File: config.mk
export PLATFORM = sky130hd
export DESIGN_NAME = mem_stage_pipe
export DESIGN_NICKNAME = d
export VERILOG_FILES = /design/src/rtl/mem_stage_pipe.sv
export SDC_FILE = /design/constraint.sdc
export NUM_CORES = 1
export LEC_CHECK = 0
export BUFFER_PORTS_ARGS = -buffer_cell sky130_fd_sc_hd__clkbuf_2
export CAP_MARGIN = 20
export CORE_ASPECT_RATIO = 1.5
export CORE_UTILIZATION = 35
export DETAILED_ROUTE_END_ITERATION = 8
export HOLD_SLACK_MARGIN = 0.08
export PLACE_DENSITY_LB_ADDON = 0.08
export SLEW_MARGIN = 20
export SYNTH_ARGS = -nofsm -noshare
export SYNTH_HDL_FRONTEND = slang
export SYNTH_SLANG_ARGS = --single-unit
File: constraint.sdc
create_clock -name clk -period 2.3 [get_ports clk]
set_input_delay 0.46 -clock clk [delete_from_list [all_inputs] [get_ports clk]]
set_output_delay 0.46 -clock clk [all_outputs]
set_load 0.01 [all_outputs]
File: src/rtl/mem_stage_pipe.sv
// rtl/mem_stage_pipe.sv - MEM stage with req/ack data bus, upstream stall, timeout and MEM/WB register
module mem_stage_pipe #(
    parameter int DATA_W  = 32,
    parameter int ADDR_W  = 10,
    parameter int REG_W   = 5,
    parameter int TIMEOUT = 15
) (
    input  logic              clk,
    input  logic              init,
    input  logic              ex_valid,
    input  logic [DATA_W-1:0] ex_alu_res,
    input  logic [DATA_W-1:0] ex_store_data,
    input  logic [DATA_W-1:0] ex_pc1,
    input  logic [REG_W-1:0]  ex_wreg,
    input  logic              ex_reg_write,
    input  logic              ex_mem_read,
    input  logic              ex_mem_write,
    input  logic              ex_mem_to_reg,
    input  logic              ex_write_pc_4,
    output logic              stall,
    output logic              bus_req,
    output logic              bus_we,
    output logic [ADDR_W-1:0] bus_addr,
    output logic [DATA_W-1:0] bus_wdata,
    input  logic              bus_ack,
    input  logic [DATA_W-1:0] bus_rdata,
    output logic              wb_valid,
    output logic              wb_reg_write,
    output logic [REG_W-1:0]  wb_wreg,
    output logic [DATA_W-1:0] wb_wdata,
    output logic              bus_err
);

    localparam int CNT_W = (TIMEOUT > 0) ? $clog2(TIMEOUT + 1) : 1;

    typedef enum logic {IDLE, BUSY} state_t;

    state_t             state, state_nxt;
    logic [CNT_W-1:0]   cnt, cnt_nxt;
    logic               mem_op;
    logic               ack_hit;
    logic               to_hit;
    logic               stall_c;
    logic               accept;
    logic               retire;

    // Fields of the accepted memory instruction that are only needed at retire time
    logic               h_reg_write;
    logic [REG_W-1:0]   h_wreg;
    logic [DATA_W-1:0]  h_alu_res;
    logic [DATA_W-1:0]  h_pc1;
    logic               h_mem_to_reg;
    logic               h_write_pc_4;

    assign mem_op  = ex_valid & (ex_mem_read | ex_mem_write);
    assign ack_hit = (state == BUSY) & bus_ack;

    generate
        if (TIMEOUT > 0) begin : g_timeout
            assign to_hit = (state == BUSY) & ~bus_ack & (cnt == CNT_W'(TIMEOUT - 1));
        end else begin : g_no_timeout
            assign to_hit = 1'b0;
        end
    endgenerate

    always_ff @(posedge clk or negedge init) begin
        if (!init) begin
            state <= IDLE;
            cnt   <= '0;
        end else begin
            state <= state_nxt;
            cnt   <= cnt_nxt;
        end
    end

    always_comb begin
        state_nxt = state;
        cnt_nxt   = cnt;
        stall_c   = 1'b0;
        accept    = 1'b0;
        retire    = 1'b0;
        case (state)
            IDLE: begin
                if (mem_op) begin
                    stall_c   = 1'b1;
                    accept    = 1'b1;
                    cnt_nxt   = '0;
                    state_nxt = BUSY;
                end
            end
            BUSY: begin
                if (ack_hit || to_hit) begin
                    retire    = 1'b1;
                    cnt_nxt   = '0;
                    state_nxt = IDLE;
                end else begin
                    stall_c = 1'b1;
                    if (TIMEOUT > 0) cnt_nxt = cnt + CNT_W'(1);
                end
            end
            default: state_nxt = IDLE;
        endcase
    end

    // Held low during reset so every output reads 0 while init is asserted
    assign stall = stall_c & init;

    always_ff @(posedge clk or negedge init) begin
        if (!init) begin
            bus_req      <= 1'b0;
            bus_we       <= 1'b0;
            bus_addr     <= '0;
            bus_wdata    <= '0;
            h_reg_write  <= 1'b0;
            h_wreg       <= '0;
            h_alu_res    <= '0;
            h_pc1        <= '0;
            h_mem_to_reg <= 1'b0;
            h_write_pc_4 <= 1'b0;
            wb_valid     <= 1'b0;
            wb_reg_write <= 1'b0;
            wb_wreg      <= '0;
            wb_wdata     <= '0;
            bus_err      <= 1'b0;
        end else begin
            bus_req <= (state_nxt == BUSY);
            if (accept) begin
                bus_we       <= ex_mem_write;
                bus_addr     <= ex_alu_res[ADDR_W-1:0];
                bus_wdata    <= ex_store_data;
                h_reg_write  <= ex_reg_write;
                h_wreg       <= ex_wreg;
                h_alu_res    <= ex_alu_res;
                h_pc1        <= ex_pc1;
                h_mem_to_reg <= ex_mem_to_reg;
                h_write_pc_4 <= ex_write_pc_4;
            end
            if (retire) begin
                wb_valid     <= 1'b1;
                wb_reg_write <= ack_hit & h_reg_write;
                wb_wreg      <= h_wreg;
                wb_wdata     <= h_write_pc_4 ? h_pc1 : (h_mem_to_reg ? bus_rdata : h_alu_res);
            end else if ((state == IDLE) && ex_valid && !mem_op) begin
                wb_valid     <= 1'b1;
                wb_reg_write <= ex_reg_write;
                wb_wreg      <= ex_wreg;
                wb_wdata     <= ex_write_pc_4 ? ex_pc1 : ex_alu_res;
            end else begin
                wb_valid     <= 1'b0;
                wb_reg_write <= 1'b0;
            end
            if (to_hit) bus_err <= 1'b1;
        end
    end

endmodule

==> flow_summary.yaml, run 1 <==
run_status:
  status: "finished clean"
drt:
  dr.pass1.iters: 4
  drt_wl_total_mm: 17.4
  wl_per_cell_um: 17.1
  drtIter0Drc: 253
  drc_errors: 0
  vias: 5115
  ant_nets: 0
  viasPerCell: 5.01
synthesis:
  ys.flop_type: "dfrtp_1"
  ys_seq_area_frac: 0.549
  async_flop_share: 1.00
  avgSynthCellArea_um2: 12.7
  yosys_register_bits: 150
  syn_area_um2: 6840
  synth.distinct_cells: 32
  synth_warnings: 0
  synth_cells: 538
  syn_nets: 682
  synth_edf_count: 0
floorplanning:
  rows: 62
  core_um2: 19200
  io_pins: 227
  die_w_um: 116
  initial_core_util: 0.357
  dieArea_um2: 20100
  chipHeight_um: 173
worst_setup_path:
  crit_chain: "inv_1, ha_1, nand3_1, nand2_1, a21boi_1, clkbuf_2"
  crit_path_top_delay_cell: "dfrtp_1"
  worstRegToRegCells: 4
  crit_type: "register to primary output"
  rr_endpoint: "wb_wdata[30]"
  rr_startpoint: "bus_req"
  r2r_slack_ns: 0.42
  critPathMaxFanout: 4
  critPathArrivalTime_ns: 1.68
  cpPeakStageDelay_ns: 0.37
  cp-startpoint: "cnt[0]"
  start_kind: "register"
  endpoint_kind: "primary output"
  crit_required_ns: 1.84
sta:
  tightest_slew_ns: 0.940
  fin_crit_sh: 0.930
  slew_violations: 0
  finalClockSkew_ns: 0.00820
  slew-limit-headroom: 0.374
  min_period_ns: 2.14
  tns_ns: 0
  rsz0062_at_grt: "false"
  hold_viol: 0
  setup_viol: 0
  fmax_mhz: 468
global_route:
  grt_use_met3: 0.0598
  grt_pass1_vias: 5544
  grt_max_degree: 151
  use_met2: 0.315
  met1_usage: 0.211
  busiest_layer: "met2"
  grt_pass1_wl_mm: 27.9
  gr-total-overflow: 0
  track_usage: 0.182
  antenna_found_initial: 0
final_layout:
  largestRegisters: "bus_wdata x32, h_pc1 x32, wb_wdata x32"
  mostFrequentLayoutCell: "clkbuf_2"
  final_cell_mix: "225 x clkbuf_2, 148 x dfrtp_1, 105 x mux2_2"
  syn2layout_area_growth_pct: 29.7
  nets: 896
  antenna_cells: 0
  drive_gt1_frac: 0.505
  finalNonFillerCells: 1021
clock_network:
  cts.path.max_buffers: 2
  numClockSinks: 150
  cts-root-buf: "clkbuf_16"
  ctsHoldBuffers: 0
  cts_tree: "built"
  worstSkewPairLatency_ns: 0.42
  post_cts_buffers: 0
  h-tree-depth: 4
  cts_resized: 0
  clkTransAtPathRegs_ns: 0.07
  cts_buffers: 17
placed_design:
  dpl.hpwl_mm: 12.0
  place.gp.congestion: 0.724
  placement.io_buffers: 226
  place_inst: 989
hold_path:
  hp-class: "input port to asynchronous set/reset pin"
power_and_ir_drop:
  powerDensity_nw_per_um2: 1010
  leakage_nw: 4.33
  peakVddDrop_v: 0.000422
flow_run:
  drv_cap: 0
==> cells by family after synthesis <==
kind of cell | after synthesis | synth area share
buf+inv | 53 | 0.0391
compound gates | 80 | 0.0891
flops | 150 | 0.549
simple gates | 84 | 0.0529
mux | 169 | 0.267
fa+ha+maj | 2 | 0.00366
==> synth_stat cells, drive strengths merged, types with 2 or more instances <==
| cell | number | area, um^2 |
|---|---|---|
| a221o | 37 | 370 |
| a31oi | 2 | 12.5 |
| and2 | 5 | 31.3 |
| buf | 27 | 170 |
| clkbuf | 21 | 78.8 |
| dfrtp | 150 | 3750 |
| ha | 2 | 25.0 |
| inv | 5 | 18.8 |
| mux2 | 105 | 1180 |
| mux2i | 64 | 641 |
| nand2 | 34 | 128 |
| nand3 | 4 | 20.0 |
| nand3b | 2 | 15.0 |
| nor2 | 33 | 124 |
| o21ai | 33 | 165 |
==> metrics by stage <==
stage | area (um^2) | hold WS, ns | total power, mW | worst slack, ns | utilization
floorplan | 6840 | 0.164 | 5.25 | 0.314 | -
global placement | 8280 | 0.466 | 6.18 | 0.257 | 0.432
detailed placement | 8280 | 0.462 | 6.26 | 0.241 | 0.432
CTS | 8870 | 0.229 | 9.12 | 0.0776 | 0.463
global route | 8870 | 0.213 | 9.50 | 0.00909 | 0.463
finish | 8870 | 0.0826 | 8.97 | 0.162 | 0.463
==> where the power goes <==
| group | switching, mW | leakage, nW | total (mW) | internal, mW |
|---|---|---|---|---|
| Sequential | 0.407 | 1.79 | 3.76 | 3.35 |
| Combinational | 1.16 | 2.25 | 2.40 | 1.23 |
| Clock | 1.19 | 0.281 | 2.81 | 1.63 |
==> how the worst max path moves through the flow <==
stage	slack [ns]	to
6_report	0.16	stall
4_1_cts	0.08	stall
3_5_place_dp	0.24	wb_wdata[17]
2_1_floorplan	0.31	stall
3_3_place_gp	0.26	wb_wdata[18]
5_1_grt	0.009	stall
==> cell type report <==
cell class	instances	area [um^2]
clock buffers	17	425
repair buffers	243	1340
well taps	256	320
multi-input cells	335	2840
inverters	5	18.8
flip-flops and latches	150	3760
clock inverters	15	170
fillers	1825	10300
==> worst max-delay path, delay by kind of cell (launching register included) <==
kind            cells  cell delay (ns)
flops               1             0.37
simple gates        2             0.28
fa+ha+maj           1             0.23
buf+inv             2             0.22
compound gates      1             0.17
==> layer usage <==
metal  vias to the layer above  part of all wire  wire, um
met5                         -                 0         0
met4                         0             0.013       223
met3                        17             0.071      1230
met2                       162              0.51      8980
met1                      2558              0.40      7010
li1                       2378                 -         -
Power figures use the tool's default switching activity.
==> run 2, diff against run 1 <==
--- a/config.mk
+++ b/config.mk
@@ -6,9 +6,8 @@
 export NUM_CORES = 1
 export LEC_CHECK = 0
 export BUFFER_PORTS_ARGS = -buffer_cell sky130_fd_sc_hd__clkbuf_2
-export CAP_MARGIN = 20
 export CORE_ASPECT_RATIO = 1.5
-export CORE_UTILIZATION = 35
+export CORE_UTILIZATION = 50
 export DETAILED_ROUTE_END_ITERATION = 8
 export HOLD_SLACK_MARGIN = 0.08
 export PLACE_DENSITY_LB_ADDON = 0.08
==> flow_summary.yaml, run 2 (synthesized netlist as in run 1, its figures left out) <==
run_status:
  status: "finished clean"
power_and_ir_drop:
  leakage_nw: 4.26
  power_frac_clock: 0.295
  pwr-share-comb: 0.259
  p_int_mw: 6.02
  peakVddDrop_v: 0.000573
  powerDensity_nw_per_um2: 1010
  switching_share: 0.307
  switchingPower_mw: 2.67
  seqPwrFrac: 0.446
final_layout:
  final_area_um2: 8650
  mostFrequentLayoutCell: "clkbuf_2"
  drive_gt1_frac: 0.499
  utilization: 0.645
  nets: 889
  antenna_cells: 0
  syn2layout_area_growth_pct: 26.4
  largestRegisters: "bus_wdata x32, h_pc1 x32, wb_wdata x32"
  final_cell_mix: "225 x clkbuf_2, 148 x dfrtp_1, 105 x mux2_2"
worst_setup_path:
  crit_chain: "inv_1, ha_1, nand3_1, nand2_1, a21boi_1, clkbuf_2"
  crit_required_ns: 1.84
  start_kind: "register"
  cpPeakStageDelay_ns: 0.38
  endpoint_kind: "primary output"
  crit_path_top_delay_cell: "dfrtp_1"
  path_buf_inv: 2
  crit_type: "register to primary output"
  critPathMaxFanout: 4
  critPathArrivalTime_ns: 1.72
  critPathTopFamily: "flip-flops"
placed_design:
  place.gp.congestion: 0.785
  placement.io_buffers: 226
  place_area_um2: 8090
  dpl.hpwl_mm: 10.8
sta:
  tightest_slew_ns: 1.04
  fin_crit_sh: 0.948
  finalClockSkew_ns: 0.0111
  fin_hold_ws_ns: 0.149
  tns_ns: 0
  slew-limit-headroom: 0.302
  rsz0062_at_grt: "false"
  slew_violations: 0
  setup_viol: 0
  hold_viol: 0
  fmax_mhz: 459
  min_period_ns: 2.18
clock_network:
  h-tree-depth: 4
  numClockSinks: 150
  cts_tree: "built"
  cts_buffers: 17
  cts_resized: 0
  cts-root-buf: "clkbuf_16"
  clkTransAtPathRegs_ns: 0.07
  worstSkewPairLatency_ns: 0.42
  cts.path.max_buffers: 2
  ctsHoldBuffers: 0
  post_cts_buffers: 0
drt:
  vias: 5076
  drtIter0Drc: 211
  drt_wl_total_mm: 16.2
  dr.pass1.iters: 4
  wl_per_cell_um: 17.6
  viasPerCell: 5.52
  ant_nets: 0
  drc_errors: 0
global_route:
  grt_pass1_vias: 5348
  grt_pass1_wl_mm: 26.7
  gr-total-overflow: 0
  grt_max_degree: 151
  track_usage: 0.239
  antenna_found_initial: 0
floorplanning:
  dieArea_um2: 14200
  rows: 52
  core_um2: 13400
  initial_core_util: 0.510
  io_pins: 227
  die_w_um: 97.5
  chipHeight_um: 145
flow_run:
  drv_cap: 0
hold_path:
  hp-class: "input port to asynchronous set/reset pin"
## run 2: cell types whose count changed in the layout (fill, tap and decap cells not counted), sizes merged
cell    delta
bufinv     -2
clkbuf     +4
inv        -2
buf        -7
## run 2: layout make-up
| class | instances | area (um^2) |
|---|---|---|
| clock buffers | 21 | 460 |
| well taps | 162 | 203 |
| multi-input cells | 335 | 2840 |
| repair buffers | 236 | 1270 |
| inverters | 5 | 18.8 |
| fillers | 1069 | 4760 |
| clock inverters | 11 | 91.3 |
| flip-flops and latches | 150 | 3760 |
## run 2: layer usage
metal | vias up | GRT usage | routed length [um] | share of wire
met5 | - | 0 | 0 | 0
met4 | 0 | 0.0890 | 339 | 0.021
met3 | 29 | 0.0665 | 1060 | 0.065
met2 | 183 | 0.407 | 8250 | 0.51
met1 | 2502 | 0.286 | 6580 | 0.41
li1 | 2362 | - | - | -
## run 2: final timing paths
path	start	end	slack [ns]	depth (start not counted)
max in group asynchronous	init	h_mem_to_reg	1.46	2
max	cnt[0]	stall	0.12	6
min in group clk	ex_store_data[8]	bus_wdata[8]	0.27	2
min reg2reg	bus_err	bus_err	0.48	1
min	init	wb_wdata[5]	0.15	2
max reg2reg	cnt[0]	wb_wdata[30]	0.16	5
## run 2: power groups by stage
stage | Combinational [mW] | Clock [mW] | Sequential [mW]
after floorplan | 1.34 | 0 | 3.91
after global placement | 2.20 | 0 | 3.88
after detailed placement | 2.28 | 0 | 3.92
after CTS | 2.28 | 2.63 | 3.88
after global routing | 2.45 | 2.74 | 3.98
final | 2.25 | 2.57 | 3.88
## run 2: stage by stage
| step | cells | total power [mW] | setup WS, ns |
|---|---|---|---|
| after global routing | 920 | 9.17 | 0.00707 |
| after CTS | 920 | 8.80 | 0.0582 |
| after global placement | 888 | 6.08 | 0.186 |
| after floorplan | 538 | 5.25 | 0.314 |
| final | 920 | 8.69 | 0.120 |
| after detailed placement | 888 | 6.20 | 0.155 |
==> run 3, diff against run 2 <==
--- a/config.mk
+++ b/config.mk
@@ -11,6 +11,7 @@
 export DETAILED_ROUTE_END_ITERATION = 8
 export HOLD_SLACK_MARGIN = 0.08
 export PLACE_DENSITY_LB_ADDON = 0.08
+export REMOVE_ABC_BUFFERS = 1
 export SLEW_MARGIN = 20
 export SYNTH_ARGS = -nofsm -noshare
 export SYNTH_HDL_FRONTEND = slang
==> flow_summary.yaml, run 3 (synthesized netlist as in run 1, its figures left out) <==
worst_setup_path:
  endpoint_kind: "primary output"
  crit_end: "stall"
  critPathMaxFanout: 4
  crit_required_ns: 1.84
  cp-startpoint: "cnt[0]"
  critPathArrivalTime_ns: 1.69
  crit_type: "register to primary output"
  worstRegToRegCells: 5
  start_kind: "register"
  r2r_slack_ns: 0.28
  rr_endpoint: "wb_wreg[3]"
  rr_startpoint: "cnt[0]"
floorplanning:
  initial_core_util: 0.510
  chipHeight_um: 145
  die_w_um: 97.5
  core_um2: 13400
  rows: 52
  io_pins: 227
  dieArea_um2: 14200
drt:
  drc_errors: 0
  viasPerCell: 5.59
  dr.pass1.iters: 4
  drt_wl_total_mm: 16.9
  vias: 5158
  wl_per_cell_um: 18.3
  drtIter0Drc: 177
  ant_nets: 0
global_route:
  grt_pass1_vias: 5565
  grt_pass1_wl_mm: 27.5
  track_usage: 0.247
  grt_max_degree: 151
  gr-total-overflow: 0
  antenna_found_initial: 0
final_layout:
  fillers: 1088
  mostFrequentLayoutCell: "clkbuf_2"
  finalNonFillerCells: 922
  final_cell_mix: "225 x clkbuf_2, 148 x dfrtp_1, 105 x mux2_2"
  multi_input_area_um2: 2840
  syn2layout_area_growth_pct: 27.7
  utilization: 0.652
  nets: 891
  regArea_um2: 3760
  drive_gt1_frac: 0.500
  final_area_um2: 8730
  largestRegisters: "bus_wdata x32, h_pc1 x32, wb_wdata x32"
  antenna_cells: 0
sta:
  rsz0062_at_grt: "false"
  slew-limit-headroom: 0.324
  slew_violations: 0
  fin_ws_ns: 0.148
  fin_hold_ws_ns: 0.163
  tns_ns: 0
  setup_viol: 0
  tightest_slew_ns: 1.01
  fmax_mhz: 465
  min_period_ns: 2.15
  fin_crit_sh: 0.935
  hold_viol: 0
  finalClockSkew_ns: 0.00865
placed_design:
  place_inst: 889
  place.gp.congestion: 0.804
  dpl.hpwl_mm: 11.4
  post-place-ws_ns: 0.285
  placement.io_buffers: 226
  place_area_um2: 8110
power_and_ir_drop:
  power.total_mw: 9.03
  peakVddDrop_v: 0.000552
  powerDensity_nw_per_um2: 1030
  leakage_nw: 4.31
clock_network:
  clkTransAtPathRegs_ns: 0.06
  h-tree-depth: 4
  cts-root-buf: "clkbuf_16"
  worstSkewPairLatency_ns: 0.42
  cts_tree: "built"
  cts.path.max_buffers: 2
  cts_buffers: 17
  numClockSinks: 150
hold_path:
  hp-class: "input port to asynchronous set/reset pin"
flow_run:
  drv_cap: 0
run_status:
  status: "finished clean"
==> run 3: area by class of cell <==
cell class              instances  share of cell area
flip-flops and latches        150               0.430
well taps                     162              0.0232
clock inverters                13              0.0193
clock buffers                  19              0.0507
repair buffers                238               0.149
multi-input cells             335               0.325
inverters                       5             0.00215
==> run 3: worst max-delay path: stages (launching register included) <==
cell      delay [ns]
dfrtp_1         0.38
inv_1           0.09
ha_1            0.23
nand3_1         0.15
nand2_1         0.13
a21boi_1        0.16
clkbuf_2        0.15
==> run 3: how the worst min path moves through the flow <==
| stage | startpoint | end | slack, ns | depth (start not counted) |
|---|---|---|---|---|
| after floorplan | init | bus_addr[0] | 0.16 | 0 |
| after global placement | h_wreg[4] | wb_wreg[4] | 0.48 | 1 |
| after detailed placement | bus_err | bus_err | 0.47 | 1 |
| after CTS | init | wb_wdata[14] | 0.24 | 2 |
| after global routing | ex_store_data[5] | bus_wdata[5] | 0.25 | 2 |
| final | init | wb_wdata[14] | 0.16 | 2 |
==> run 3: power breakdown <==
group / total [mW] / switching [mW] / internal [mW]
logic: 2.28 / 1.05 / 1.22
clock network: 2.88 / 1.13 / 1.75
registers: 3.87 / 0.522 / 3.35
total: 9.03 / 2.70 / 6.33
==> run 3: repair_timing <==
item	CTS	global route
gates resized for setup	0	1
setup buffers	0	1
hold endpoints to repair	0	0
hold buffers	0	0
setup endpoints to repair	0	1
==> run 3: metal layers <==
layer | up-vias | track usage | part of all wire
li1 | 2368 | - | -
met4 | 0 | 0.0853 | 0.023
met3 | 28 | 0.0698 | 0.063
met5 | - | 0 | 0
met2 | 189 | 0.434 | 0.53
met1 | 2573 | 0.285 | 0.38
